$ cat src/rtl/fifo_share_arbiter_if.sv
// Bundles the producer/consumer request side and the FIFO strobe side of
// the shared-FIFO arbiter; the arbiter connects through the slave modport.
interface fifo_share_arbiter_if #(
  parameter int N     = 4,
  parameter int W     = 8,
  parameter int DEPTH = 8
);
  localparam int CW = $clog2(DEPTH) + 1;

  logic [N-1:0]   req;
  logic [N*W-1:0] din_all;
  logic           rd_req;
  logic [N-1:0]   gnt;
  logic           rd_valid;
  logic           fifo_wen;
  logic           fifo_ren;
  logic [W-1:0]   fifo_din;
  logic [CW-1:0]  count;
  logic           full;
  logic           empty;

  modport master (
    output req, din_all, rd_req,
    input  gnt, rd_valid, fifo_wen, fifo_ren, fifo_din, count, full, empty
  );

  modport slave (
    input  req, din_all, rd_req,
    output gnt, rd_valid, fifo_wen, fifo_ren, fifo_din, count, full, empty
  );
endinterface

$ cat src/rtl/fifo_share_arbiter.sv
// Serialises N producers and one consumer onto a single-access FIFO:
// reads win, writes are granted round-robin, occupancy is mirrored locally.
module fifo_share_arbiter #(
  parameter int N     = 4,
  parameter int W     = 8,
  parameter int DEPTH = 8
) (
  input logic                 clk,
  input logic                 rst_n,
  fifo_share_arbiter_if.slave bus
);
  localparam int CW = $clog2(DEPTH) + 1;
  localparam int PW = (N > 1) ? $clog2(N) : 1;

  logic [N-1:0]  gnt_q, gnt_d;
  logic          rd_valid_q, rd_valid_d;
  logic          fifo_wen_q, fifo_wen_d;
  logic          fifo_ren_q, fifo_ren_d;
  logic [W-1:0]  fifo_din_q, fifo_din_d;
  logic [CW-1:0] count_q, count_d;
  logic [PW-1:0] rr_q, rr_d;

  logic [W-1:0]  din_arr [N];
  logic          found;
  logic [PW-1:0] winner;

  for (genvar gi = 0; gi < N; gi++) begin : g_slice
    assign din_arr[gi] = bus.din_all[gi*W +: W];
  end

  // First set request at or above the rr pointer, wrapping modulo N.
  always_comb begin
    found  = 1'b0;
    winner = '0;
    for (int k = 0; k < N; k++) begin
      if (!found && bus.req[(int'(rr_q) + k) % N]) begin
        found  = 1'b1;
        winner = PW'((int'(rr_q) + k) % N);
      end
    end
  end

  always_comb begin
    gnt_d      = '0;
    fifo_wen_d = 1'b0;
    fifo_ren_d = 1'b0;
    fifo_din_d = fifo_din_q;
    count_d    = count_q;
    rr_d       = rr_q;
    rd_valid_d = fifo_ren_q;
    // Read priority mirrors the FIFO, so wen and ren are never both issued.
    if (bus.rd_req && count_q != '0) begin
      fifo_ren_d = 1'b1;
      count_d    = count_q - CW'(1);
    end else if (found && count_q < CW'(DEPTH)) begin
      gnt_d[winner] = 1'b1;
      fifo_wen_d    = 1'b1;
      fifo_din_d    = din_arr[winner];
      count_d       = count_q + CW'(1);
      rr_d          = (winner == PW'(N - 1)) ? '0 : winner + PW'(1);
    end
  end

  always_ff @(posedge clk) begin
    if (!rst_n) begin
      gnt_q      <= '0;
      rd_valid_q <= 1'b0;
      fifo_wen_q <= 1'b0;
      fifo_ren_q <= 1'b0;
      fifo_din_q <= '0;
      count_q    <= '0;
      rr_q       <= '0;
    end else begin
      gnt_q      <= gnt_d;
      rd_valid_q <= rd_valid_d;
      fifo_wen_q <= fifo_wen_d;
      fifo_ren_q <= fifo_ren_d;
      fifo_din_q <= fifo_din_d;
      count_q    <= count_d;
      rr_q       <= rr_d;
    end
  end

  assign bus.gnt      = gnt_q;
  assign bus.rd_valid = rd_valid_q;
  assign bus.fifo_wen = fifo_wen_q;
  assign bus.fifo_ren = fifo_ren_q;
  assign bus.fifo_din = fifo_din_q;
  assign bus.count    = count_q;
  assign bus.full     = (count_q == CW'(DEPTH));
  assign bus.empty    = (count_q == '0);
endmodule

$ cat src/flat_wrapper.sv
// flat-port wrapper written by rule: the top's interface ports become plain ports
module fifo_share_arbiter_flat 
#(
  parameter int N     = 4,
  parameter int W     = 8,
  parameter int DEPTH = 8
)
  (clk, rst_n, bus_req, bus_din_all, bus_rd_req, bus_gnt, bus_rd_valid, bus_fifo_wen, bus_fifo_ren, bus_fifo_din, bus_count, bus_full, bus_empty);
  fifo_share_arbiter_if #(.N(N), .W(W), .DEPTH(DEPTH)) bus_i ();
  input logic clk;
  input logic rst_n;
  input wire logic [$bits(bus_i.req)-1:0] bus_req;
  input wire logic [$bits(bus_i.din_all)-1:0] bus_din_all;
  input wire logic [$bits(bus_i.rd_req)-1:0] bus_rd_req;
  output wire logic [$bits(bus_i.gnt)-1:0] bus_gnt;
  output wire logic [$bits(bus_i.rd_valid)-1:0] bus_rd_valid;
  output wire logic [$bits(bus_i.fifo_wen)-1:0] bus_fifo_wen;
  output wire logic [$bits(bus_i.fifo_ren)-1:0] bus_fifo_ren;
  output wire logic [$bits(bus_i.fifo_din)-1:0] bus_fifo_din;
  output wire logic [$bits(bus_i.count)-1:0] bus_count;
  output wire logic [$bits(bus_i.full)-1:0] bus_full;
  output wire logic [$bits(bus_i.empty)-1:0] bus_empty;
  assign bus_i.req = bus_req;
  assign bus_i.din_all = bus_din_all;
  assign bus_i.rd_req = bus_rd_req;
  assign bus_gnt = bus_i.gnt;
  assign bus_rd_valid = bus_i.rd_valid;
  assign bus_fifo_wen = bus_i.fifo_wen;
  assign bus_fifo_ren = bus_i.fifo_ren;
  assign bus_fifo_din = bus_i.fifo_din;
  assign bus_count = bus_i.count;
  assign bus_full = bus_i.full;
  assign bus_empty = bus_i.empty;
  fifo_share_arbiter #(.N(N), .W(W), .DEPTH(DEPTH)) u_core (.clk(clk), .rst_n(rst_n), .bus(bus_i));
endmodule
$ cat config.mk
export PLATFORM = sky130hd
export DESIGN_NAME = fifo_share_arbiter_flat
export DESIGN_NICKNAME = d
export VERILOG_FILES = /design/src/rtl/fifo_share_arbiter_if.sv /design/src/rtl/fifo_share_arbiter.sv /design/src/flat_wrapper.sv
export SDC_FILE = /design/constraint.sdc
export NUM_CORES = 1
export LEC_CHECK = 0
export BUFFER_PORTS_ARGS = -buffer_cell sky130_fd_sc_hd__buf_2
export CAP_MARGIN = 20
export CORE_MARGIN = 5
export CORE_UTILIZATION = 48
export CTS_CLUSTER_DIAMETER = 80
export DETAILED_ROUTE_END_ITERATION = 8
export PLACE_DENSITY = 0.81
export SLEW_MARGIN = 10
export SYNTH_ARGS = -nofsm -noshare
export SYNTH_HDL_FRONTEND = slang
export SYNTH_SLANG_ARGS = --single-unit
$ cat constraint.sdc
create_clock -name clk -period 4.58 [get_ports clk]
set_clock_uncertainty 0.05 [all_clocks]
set_input_delay 0.916 -clock clk [delete_from_list [all_inputs] [get_ports clk]]
set_output_delay 0.916 -clock clk [all_outputs]
set_load 0.005 [all_outputs]
Word level (Yosys, flattened, before mapping)
Cells that the tools add are included.
{"block": "word_totals", "register_bits": 21, "in_bits": 39}
{"block": "op_classes", "add_sub_neg": 6, "magnitude_cmp": 8, "eq_ne": 2, "muxes": 29, "n_bitwise": 7, "n_reduce_logical": 18}
{"operator": "8-bit binary-select mux with 2-bit select", "count": 1}
{"operator": "8-bit 2-to-1 mux", "count": 2}
{"operator": "1-bit 2-to-1 mux", "count": 14}
{"operator": "3-bit by 4-bit < comparator with 1-bit output (second input constant)", "count": 3}
{"operator": "2-bit 2-to-1 mux", "count": 5}
{"operator": "1-bit binary-select mux with 2-bit select", "count": 4}
{"operator": "4-bit 2-to-1 mux", "count": 2}
{"operator": "2-bit OR reduction", "count": 4}
{"operator": "1-bit logical AND", "count": 6}
{"operator": "2-bit by 3-bit < comparator with 1-bit output (second input constant)", "count": 2}
{"operator": "2-bit by 1-bit adder with 2-bit output (second input constant)", "count": 2}
{"operator": "2-bit adder (second input constant)", "count": 2}
{"operator": "4-bit by 1-bit adder with 4-bit output (second input constant)", "count": 1}
{"operator": "4-bit equality test (second input constant)", "count": 1}
{"operator": "4-bit logical NOT", "count": 1}
{"operator": "4-bit < comparator (second input constant)", "count": 1}
{"operator": "4-bit nonzero test", "count": 1}
{"operator": "4-bit by 1-bit subtractor with 4-bit output (second input constant)", "count": 1}
{"operator": "1-bit AND (first input constant)", "count": 3}
{"operator": "3-bit greater-or-equal comparator (second input constant)", "count": 1}
{"operator": "1-bit logical NOT", "count": 3}
{"operator": "1-bit NOT", "count": 3}
{"operator": "2-bit NOT with 3-bit output", "count": 1}
{"operator": "3-bit OR reduction", "count": 1}
{"operator": "5 further kinds", "count": 5}

Depth between registers and ports, before layout
Gate-level depths: netlist of the first run.
{"block": "depth", "depth_word": 18, "depth_mapped": 9, "ltp_nobuf": 9}

Worst setup path after synthesis of the first run
No wires, ideal clock.
{"block": "synth_path", "kind": "input-to-reg", "from": "in bus_req[2]", "to": "reg u_core.gnt_q[0] (netlist: u_core.bus.gnt[0])", "arrival_time_ps": 2242, "slack_ps": 2171, "path_stages": 6, "n_path_buf": 0, "cell_sequence": "inv_1 > o22ai_1 > a211oi_1 > inv_1 > ha_1 > and3_2"}
{"block": "synth_via", "elab_chain_len": 16, "elab_cells_between_ends": 33, "classes_between": "order compare: 2; mux: 21; bitwise: 1; reduce/logical: 9"}
{"element": "start, declared", "line_no": "flat_wrapper.sv:12", "rtl": "input wire logic [$bits(bus_i.req)-1:0] bus_req;"}
{"element": "1-bit binary-select mux with 2-bit select", "line_no": "fifo_share_arbiter.sv:36", "rtl": "if (!found && bus.req[(int'(rr_q) + k) % N]) begin"}
{"element": "1-bit 2-to-1 mux (not written as such)", "line_no": "fifo_share_arbiter.sv:36"}
{"element": "1-bit 2-to-1 mux", "line_no": "fifo_share_arbiter.sv:36"}
{"element": "1-bit logical NOT", "line_no": "fifo_share_arbiter.sv:36"}
{"element": "1-bit logical AND", "line_no": "fifo_share_arbiter.sv:36"}
{"element": "1-bit 2-to-1 mux", "line_no": "fifo_share_arbiter.sv:36"}
{"element": "1-bit logical NOT", "line_no": "fifo_share_arbiter.sv:36"}
{"element": "1-bit logical AND", "line_no": "fifo_share_arbiter.sv:36"}
{"element": "1-bit 2-to-1 mux", "line_no": "fifo_share_arbiter.sv:36"}
{"element": "1-bit logical NOT", "line_no": "fifo_share_arbiter.sv:36"}
{"element": "1-bit logical AND", "line_no": "fifo_share_arbiter.sv:36"}
{"element": "2-bit 2-to-1 mux", "line_no": "fifo_share_arbiter.sv:36"}
{"element": "2-bit by 3-bit < comparator with 1-bit output (not written as such) or 2-bit by 1-bit greater-or-equal comparator with 1-bit output (tied branches)", "line_no": "fifo_share_arbiter.sv:56", "rtl": "gnt_d[winner] = 1'b1;"}
{"element": "1-bit logical AND (not written as such)", "line_no": "fifo_share_arbiter.sv:56"}
{"element": "1-bit 2-to-1 mux (not written as such)", "line_no": "fifo_share_arbiter.sv:56"}
{"element": "1-bit demux with 2-bit select"}
{"element": "end signal, assigned", "line_no": "fifo_share_arbiter.sv:74", "rtl": "gnt_q <= gnt_d;"}
{"element": "end, declared", "line_no": "fifo_share_arbiter.sv:15", "rtl": "logic [N-1:0] gnt_q, gnt_d;"}
Several ways; a longest one is shown, not always the timed one. The select of a mux whose other input is x is not followed.
A chain may end at the register's enable or synchronous reset.

Worst setup path in the final report of the first run
{"block": "layout_path", "from": "in bus_req[0]", "to": "reg u_core.gnt_q[1] (netlist: u_core.bus.gnt[1])"}
The elaborated chain is that of the path after synthesis.

==> results of run 1 <==
-- per-layer routing --
layer,up-vias,track usage [%],part of all wire [%]
li1,548,-,-
met1,486,17.20,38
met2,37,29.95,54
met3,2,3.704,7.0
met4,0,5.380,0.46
met5,-,0,0
-- worst max path at each step --
stage	depth (start not counted)	slack [ns]	end	startpoint
2_1_floorplan	6	2.17	u_core.bus.gnt[0]	bus_req[2]
3_3_place_gp	7	1.79	u_core.bus.gnt[0]	bus_req[0]
3_5_place_dp	7	1.72	u_core.bus.gnt[1]	bus_req[0]
4_1_cts	7	2.05	u_core.bus.gnt[1]	bus_req[0]
5_1_grt	7	1.88	u_core.bus.gnt[1]	bus_req[0]
6_report	7	2.06	u_core.bus.gnt[1]	bus_req[0]
-- cells by family (layout without fill, tap and decap cells) --
kind of cell	after synthesis	after routing	share of synthesized area, %
AOI/OAI and AO/OA	23	23	14.36
xor gates and xnor gates	2	2	1.490
adders and majority gates	7	7	8.085
buffers and inverters	13	71	4.895
DFF	21	21	35.74
muxes	17	17	14.47
and+or+nand+nor	35	35	20.96
-- power breakdown --
group	switching, mW	internal [mW]
Combinational	0.232	0.217
Clock	0.0564	0.0339
Sequential	0.0553	0.251
Total	0.344	0.502
-- per-stage QoR --
stage / setup WS (ns) / instance area, µm² / cells / hold slack, ns
after floorplan: 2.171 / 1176 / 118 / 0.4086
after global placement: 1.786 / 1484 / 202 / 0.3885
after detailed placement: 1.718 / 1484 / 202 / 0.4030
after CTS: 2.050 / 1510 / 206 / 0.4302
after global routing: 1.885 / 1510 / 206 / 0.4402
final: 2.060 / 1510 / 206 / 0.4272
-- flip-flops by register name (all words and copies together) (netlist names) --
| signal | flops |
|---|---|
| u_core.rr_q | 2 |
| u_core.bus.fifo_ren | 1 |
| u_core.bus.gnt | 4 |
| u_core.bus.fifo_wen | 1 |
| u_core.bus.rd_valid | 1 |
| u_core.bus.count | 4 |
| u_core.bus.fifo_din | 8 |
-- layout make-up --
| type | instances | area, µm² | area share (%) |
|---|---|---|---|
| inverters | 8 | 32.53 | 2.154 |
| flip-flops and latches | 21 | 420.4 | 27.84 |
| repair buffers | 59 | 295.3 | 19.55 |
| well taps | 30 | 37.54 | 2.485 |
| clock buffers | 4 | 26.28 | 1.740 |
| multi-input cells | 84 | 698.2 | 46.23 |
-- layout by cell type (no fill, tap or decap), drive strengths merged, types with 2 or more instances in the layout --
master / netlist / layout
buf: 3 / 59
nand2: 5 / 5
inv: 8 / 8
xnor2: 2 / 2
and2: 4 / 4
a21oi: 5 / 5
nor3: 2 / 2
and3: 5 / 5
nor4: 2 / 2
mux2i: 17 / 17
dfxtp: 21 / 21
nand3: 10 / 10
ha: 6 / 6
clkbuf: 2 / 4
a21o: 2 / 2
o221ai: 8 / 8
nand2b: 2 / 2
==> impl_metrics.env, run 1 <==
export IMPL_status="completed"
export IMPL_vias=1073
export IMPL_fillers=220
export IMPL_yosysUniqueCellTypes=38
export IMPL_wl_per_cell_um=13.61
export IMPL_postCtsSetupBuffers=0
export IMPL_insertion_delay_ns=0.30
export IMPL_hold_start="u_core.bus.fifo_ren"
export IMPL_ctsHoldBuffers=0
export IMPL_postSynthNetCount=164
export IMPL_crit_buf_inv=2
export IMPL_dp_hpwl_mm=2.269
export IMPL_max_freq_ghz=0.3968
export IMPL_ys_seq_area_share_pct=35.74
export IMPL_die_x_um=59.50
export IMPL_critPathMaxFanout=19
export IMPL_min_period_ns=2.520
export IMPL_rows=18
export IMPL_fin_util_pct=62.67
export IMPL_synthTopCellsByCount="dfxtp_1 (21), mux2i_1 (17), nand3_1 (8), o221ai_1 (8), inv_1 (7)"
export IMPL_rsz0062_at_grt="no"
export IMPL_fin_setup_tns_ns=0
export IMPL_synth_area_per_cell_um2=9.967
export IMPL_area_delta_synth_final_pct=28.40
export IMPL_path_cells="buf_2, a21o_1, a21oi_1, o22a_1, inv_1, ha_1, and3_2"
export IMPL_fin_nets=223
export IMPL_cp_end_kind="flip-flop"
export IMPL_antenna_found_initial=0
export IMPL_path_clk_slew_ns=0.13
export IMPL_ys_warn_count=0
export IMPL_path_class="input pin to flip-flop"
export IMPL_cts_tree="yes"
export IMPL_hold_end="u_core.bus.rd_valid"
export IMPL_p_leak_nw=0.7652
export IMPL_grtUsageTotal_pct=15.93
export IMPL_whs_path_depth=1
export IMPL_cts_resized=0
export IMPL_netlist_top_cells_area="dfxtp_1 (36%), mux2i_1 (14%), ha_1 (6.4%)"
export IMPL_finalSetupViolations=0
export IMPL_cts_max_path_buffers=2
export IMPL_hp_class="flip-flop to flip-flop"
export IMPL_arrival_ns=2.68
export IMPL_worstSetupStartpointType="input pin"
export IMPL_grt_pass1_wl_mm=4.395
export IMPL_numClockSinks=21
export IMPL_via_per_inst=5.209
export IMPL_gp_congestion=0.7308
export IMPL_core_region_area_um2=2410
export IMPL_synth_top_area_share_pct=35.74
export IMPL_cpLargestDelayFamily="compound AO/OA/AOI/OAI gates"
export IMPL_htree_num_levels=1
export IMPL_cts_buffers=3
export IMPL_synth_top_cell_by_area="dfxtp_1"
export IMPL_io_buffer_count=59
export IMPL_die_h_um=59.50
export IMPL_diodes=0
export IMPL_synth_seq_cells=21
export IMPL_drt_wl_total_mm=2.803
export IMPL_drive_above_1_share_pct=42.05
export IMPL_synth_most_common_cell="dfxtp_1"
export IMPL_synthesis_area_um2=1176
export IMPL_max_slew_margin_rel_pct=36.65
export IMPL_synth_edf_count=0
export IMPL_grt_pass1_vias=1089
export IMPL_reg2reg_to="u_core.bus.count[3]"
export IMPL_required_ns=4.74
export IMPL_netlist_instances=118
export IMPL_drtIter0Drc=37
export IMPL_maxCapViolations=0
export IMPL_drc=0
export IMPL_ir_worst_vdd_mv=0.2769
export IMPL_synth_async_reset_ratio_pct=0
export IMPL_reg2reg_depth=9
export IMPL_boundaryPins=60
export IMPL_die_area_um2=3540
export IMPL_grt_max_degree=24
export IMPL_firstDrtPassIters=4
export IMPL_maxSlewViolCount=0
export IMPL_cts_root_buf="clkbuf_4"
export IMPL_ff2ff_setup_slack_ns=2.38
export IMPL_synthFlopType="dfxtp_1"
export IMPL_final_hold_viol_count=0
export IMPL_worst_slew_pin_slew_ns=0.9502
export IMPL_cp_slowest_stage_delay_ns=0.79
export IMPL_cpMaxStageDelayCell="o22a_1"
export IMPL_r2r_start="u_core.bus.count[3]"
export IMPL_pwr_density_cell_nw_per_um2=559.6
export IMPL_p_total_uw=845.1
export IMPL_overflow=0
export IMPL_finalCritPeriodShare_pct=55.03
export IMPL_start_util_pct=48.81
export IMPL_antenna_left=0
(Power assumes the default switching activity.)
==> run 2, diff against run 1 <==
--- a/config.mk
+++ b/config.mk
@@ -5,13 +5,14 @@
 export SDC_FILE = /design/constraint.sdc
 export NUM_CORES = 1
 export LEC_CHECK = 0
+export ABC_AREA = 1
 export BUFFER_PORTS_ARGS = -buffer_cell sky130_fd_sc_hd__buf_2
 export CAP_MARGIN = 20
 export CORE_MARGIN = 5
-export CORE_UTILIZATION = 48
+export CORE_UTILIZATION = 46
 export CTS_CLUSTER_DIAMETER = 80
 export DETAILED_ROUTE_END_ITERATION = 8
-export PLACE_DENSITY = 0.81
+export PLACE_DENSITY = 0.74
 export SLEW_MARGIN = 10
 export SYNTH_ARGS = -nofsm -noshare
 export SYNTH_HDL_FRONTEND = slang
==> constraint.sdc (replaced) <==
create_clock -name clk -period 2.3 [get_ports clk]
set_clock_uncertainty 0.05 [all_clocks]
set_input_delay 0.46 -clock clk [delete_from_list [all_inputs] [get_ports clk]]
set_output_delay 0.46 -clock clk [all_outputs]
set_load 0.005 [all_outputs]
==> impl_metrics.env, run 2 <==
export IMPL_timing_hold_ws_ns=0.3881
export IMPL_crit_start="u_core.rr_q[1]"
export IMPL_finalNonFillerCells=354
export IMPL_min_period_ns=2.038
export IMPL_status="completed"
export IMPL_grt_pass1_vias=1512
export IMPL_cts_tree="yes"
export IMPL_whs_path_depth=2
export IMPL_synth_top_cell_by_area="dfxtp_1"
export IMPL_core_region_area_um2=3689
export IMPL_cts_buffers=3
export IMPL_diodes=0
export IMPL_cp_end_kind="flip-flop"
export IMPL_max_slew_margin_rel_pct=80.70
export IMPL_rows=22
export IMPL_fin_setup_tns_ns=0
export IMPL_path_class="flip-flop to flip-flop"
export IMPL_finalCritPeriodShare_pct=88.59
export IMPL_synth_top_area_share_pct=23.80
export IMPL_drt_wl_total_mm=3.695
export IMPL_pwr_share_seq_pct=18.9
export IMPL_drtIter0Drc=83
export IMPL_synth_area_per_cell_um2=7.211
export IMPL_rsz0062_at_grt="no"
export IMPL_crit_top_cell="nand2_4"
export IMPL_synthAdderAreaFrac_pct=5.382
export IMPL_p_leak_nw=1.281
export IMPL_reg2reg_to="u_core.rr_q[1]"
export IMPL_fin_util_pct=59.02
export IMPL_ys_seq_area_share_pct=23.80
export IMPL_path_clk_slew_ns=0.08
export IMPL_critPathMaxFanout=11
export IMPL_synth_edf_count=0
export IMPL_yosysUniqueCellTypes=31
export IMPL_antenna_left=0
export IMPL_cp_slowest_stage_delay_ns=0.48
export IMPL_final_hold_viol_count=0
export IMPL_vias=1641
export IMPL_die_area_um2=5180
export IMPL_start_util_pct=47.90
export IMPL_netlist_top_cells_area="dfxtp_1 (24%), inv_1 (11%), nand3_2 (11%)"
export IMPL_swShare_pct=51.33
export IMPL_finalSetupViolations=0
export IMPL_ys_warn_count=0
export IMPL_cts_resized=0
export IMPL_synth_compound_area_share_pct=8.144
export IMPL_layout_common_cells="buf_2 (59), inv_1 (52), nand2_1 (47)"
export IMPL_insertion_delay_ns=0.26
export IMPL_postSynthNetCount=291
export IMPL_io_buffer_count=59
export IMPL_max_freq_ghz=0.4908
export IMPL_postCtsSetupBuffers=0
export IMPL_wl_per_cell_um=10.44
export IMPL_power_switching_mw=1.614
export IMPL_maxSlewViolCount=0
export IMPL_worst_slew_pin_slew_ns=0.2895
export IMPL_pwr_density_cell_nw_per_um2=1444
export IMPL_grtUsageTotal_pct=15.00
export IMPL_reg2reg_depth=13
export IMPL_drive_above_1_share_pct=38.56
export IMPL_gp_congestion=0.8613
export IMPL_cts_max_path_buffers=2
export IMPL_grt_max_degree=22
export IMPL_die_x_um=71.97
export IMPL_antenna_found_initial=0
export IMPL_grt_pass1_wl_mm=6.458
export IMPL_drc=0
export IMPL_htree_num_levels=1
export IMPL_maxCapViolations=0
export IMPL_hold_end="u_core.bus.rd_valid"
export IMPL_netlist_instances=245
export IMPL_via_per_inst=4.636
export IMPL_arrival_ns=2.14
export IMPL_p_clk_share_pct=7.6
export IMPL_synth_xor_area_share_pct=0.9915
export IMPL_synthTopCellsByCount="inv_1 (52), nand2_1 (47), dfxtp_1 (21), nand3_1 (20), nand3_2 (19)"
export IMPL_die_h_um=71.97
export IMPL_ctsHoldBuffers=0
export IMPL_required_ns=2.40
export IMPL_fin_nets=353
export IMPL_dp_hpwl_mm=3.040
export IMPL_synth_seq_cells=21
export IMPL_synthFlopType="dfxtp_1"
export IMPL_synth_top_family_by_area="simple AND/OR/NAND/NOR gates"
export IMPL_overflow=0
export IMPL_internal_power_mw=1.530
export IMPL_synthesis_area_um2=1767
export IMPL_layout_commonest_cell="buf_2"
export IMPL_largest_reg_flops=8
export IMPL_hold_start="u_core.bus.fifo_ren"
export IMPL_synth_most_common_cell="inv_1"
export IMPL_cts_root_buf="clkbuf_8"
export IMPL_numClockSinks=21
export IMPL_firstDrtPassIters=4
export IMPL_hp_class="flip-flop to flip-flop"
export IMPL_area_delta_synth_final_pct=23.23
export IMPL_path_cells="inv_2, nand2_2, nand2_4, nand2_2, nand2_4, nor2_8, nand3_4, nand3_2, nand2_4, inv_2, ha_1, inv_1, a21oi_1"
export IMPL_synthSimpleGateAreaFrac_pct=46.39
export IMPL_ir_worst_vdd_mv=0.8393
export IMPL_comb_power_share_pct=73.5
export IMPL_r2r_start="u_core.rr_q[1]"
export IMPL_synth_async_reset_ratio_pct=0
export IMPL_cpMaxStageDelayCell="dfxtp_1"
export IMPL_boundaryPins=60
export IMPL_synth_area_mux_share_pct=0
export IMPL_ff2ff_setup_slack_ns=0.26
export IMPL_worstSetupStartpointType="flip-flop"
export IMPL_dp_cells=350
-- run 2: changes by cell type after synthesis, sizes merged, moves of 8 or more --
cell | before | now
nand3b | 0 | 9
o221ai | 8 | 0
nand2 | 5 | 67
nand3 | 10 | 40
mux2i | 17 | 0
nor2 | 1 | 12
inv | 8 | 56
-- run 2: how the worst max path moves through the flow --
stage | endpoint | slack, ns | depth (start not counted)
finish | u_core.rr_q[1] | 0.26 | 13
global route | u_core.rr_q[1] | 0.06 | 13
CTS | u_core.rr_q[1] | 0.15 | 13
detailed placement | u_core.rr_q[1] | 0.18 | 13
global placement | u_core.bus.fifo_din[3] | 0.19 | 15
floorplan | u_core.bus.count[3] | 0.23 | 11
-- run 2: cells by family after synthesis --
group           after synthesis
simple gates                129
flops                        21
buf+inv                      63
compound gates               23
xor+xnor                      2
fa+ha+maj                     7
-- run 2: critical path: cells and delay by family, from the launching register on --
family	cells	cell delay, ns
fa+ha+maj	1	0.27
compound gates	1	0.06
buf+inv	3	0.38
simple gates	8	0.68
flops	1	0.48
-- run 2: metal layers --
metal,routed length [µm],part of all wire [%],global-route usage (%)
met5,0,0,0
met4,38,1.0,5.010
met3,240,6.5,1.939
met2,1763,48,25.71
met1,1652,45,19.39
-- run 2: per-stage QoR --
stage	area, µm²	total power [mW]	worst slack, ns
5_1_grt	2177	3.506	0.05900
3_5_place_dp	2125	2.923	0.1819
4_1_cts	2171	3.169	0.1546
6_report	2177	3.144	0.2625
2_1_floorplan	1767	2.430	0.2320
3_3_place_gp	2125	2.894	0.1926
-- run 2: layout make-up --
cell class | count | area [µm²]
Timing Repair Buffer | 64 | 357.8
Fill cell | 364 | 1511
Clock buffer | 3 | 41.29
Inverter | 56 | 210.2
Tap cell | 48 | 60.06
Sequential cell | 21 | 421.7
Multi-Input combinational cell | 161 | 1081
Clock inverter | 1 | 5.005
-- run 2: power groups by stage --
| stage | registers, mW | logic (mW) | clock network, mW |
|---|---|---|---|
| detailed placement | 0.601 | 2.32 | 0 |
| global route | 0.615 | 2.63 | 0.265 |
| CTS | 0.593 | 2.33 | 0.242 |
| floorplan | 0.595 | 1.84 | 0 |
| global placement | 0.598 | 2.30 | 0 |
| finish | 0.594 | 2.31 | 0.239 |
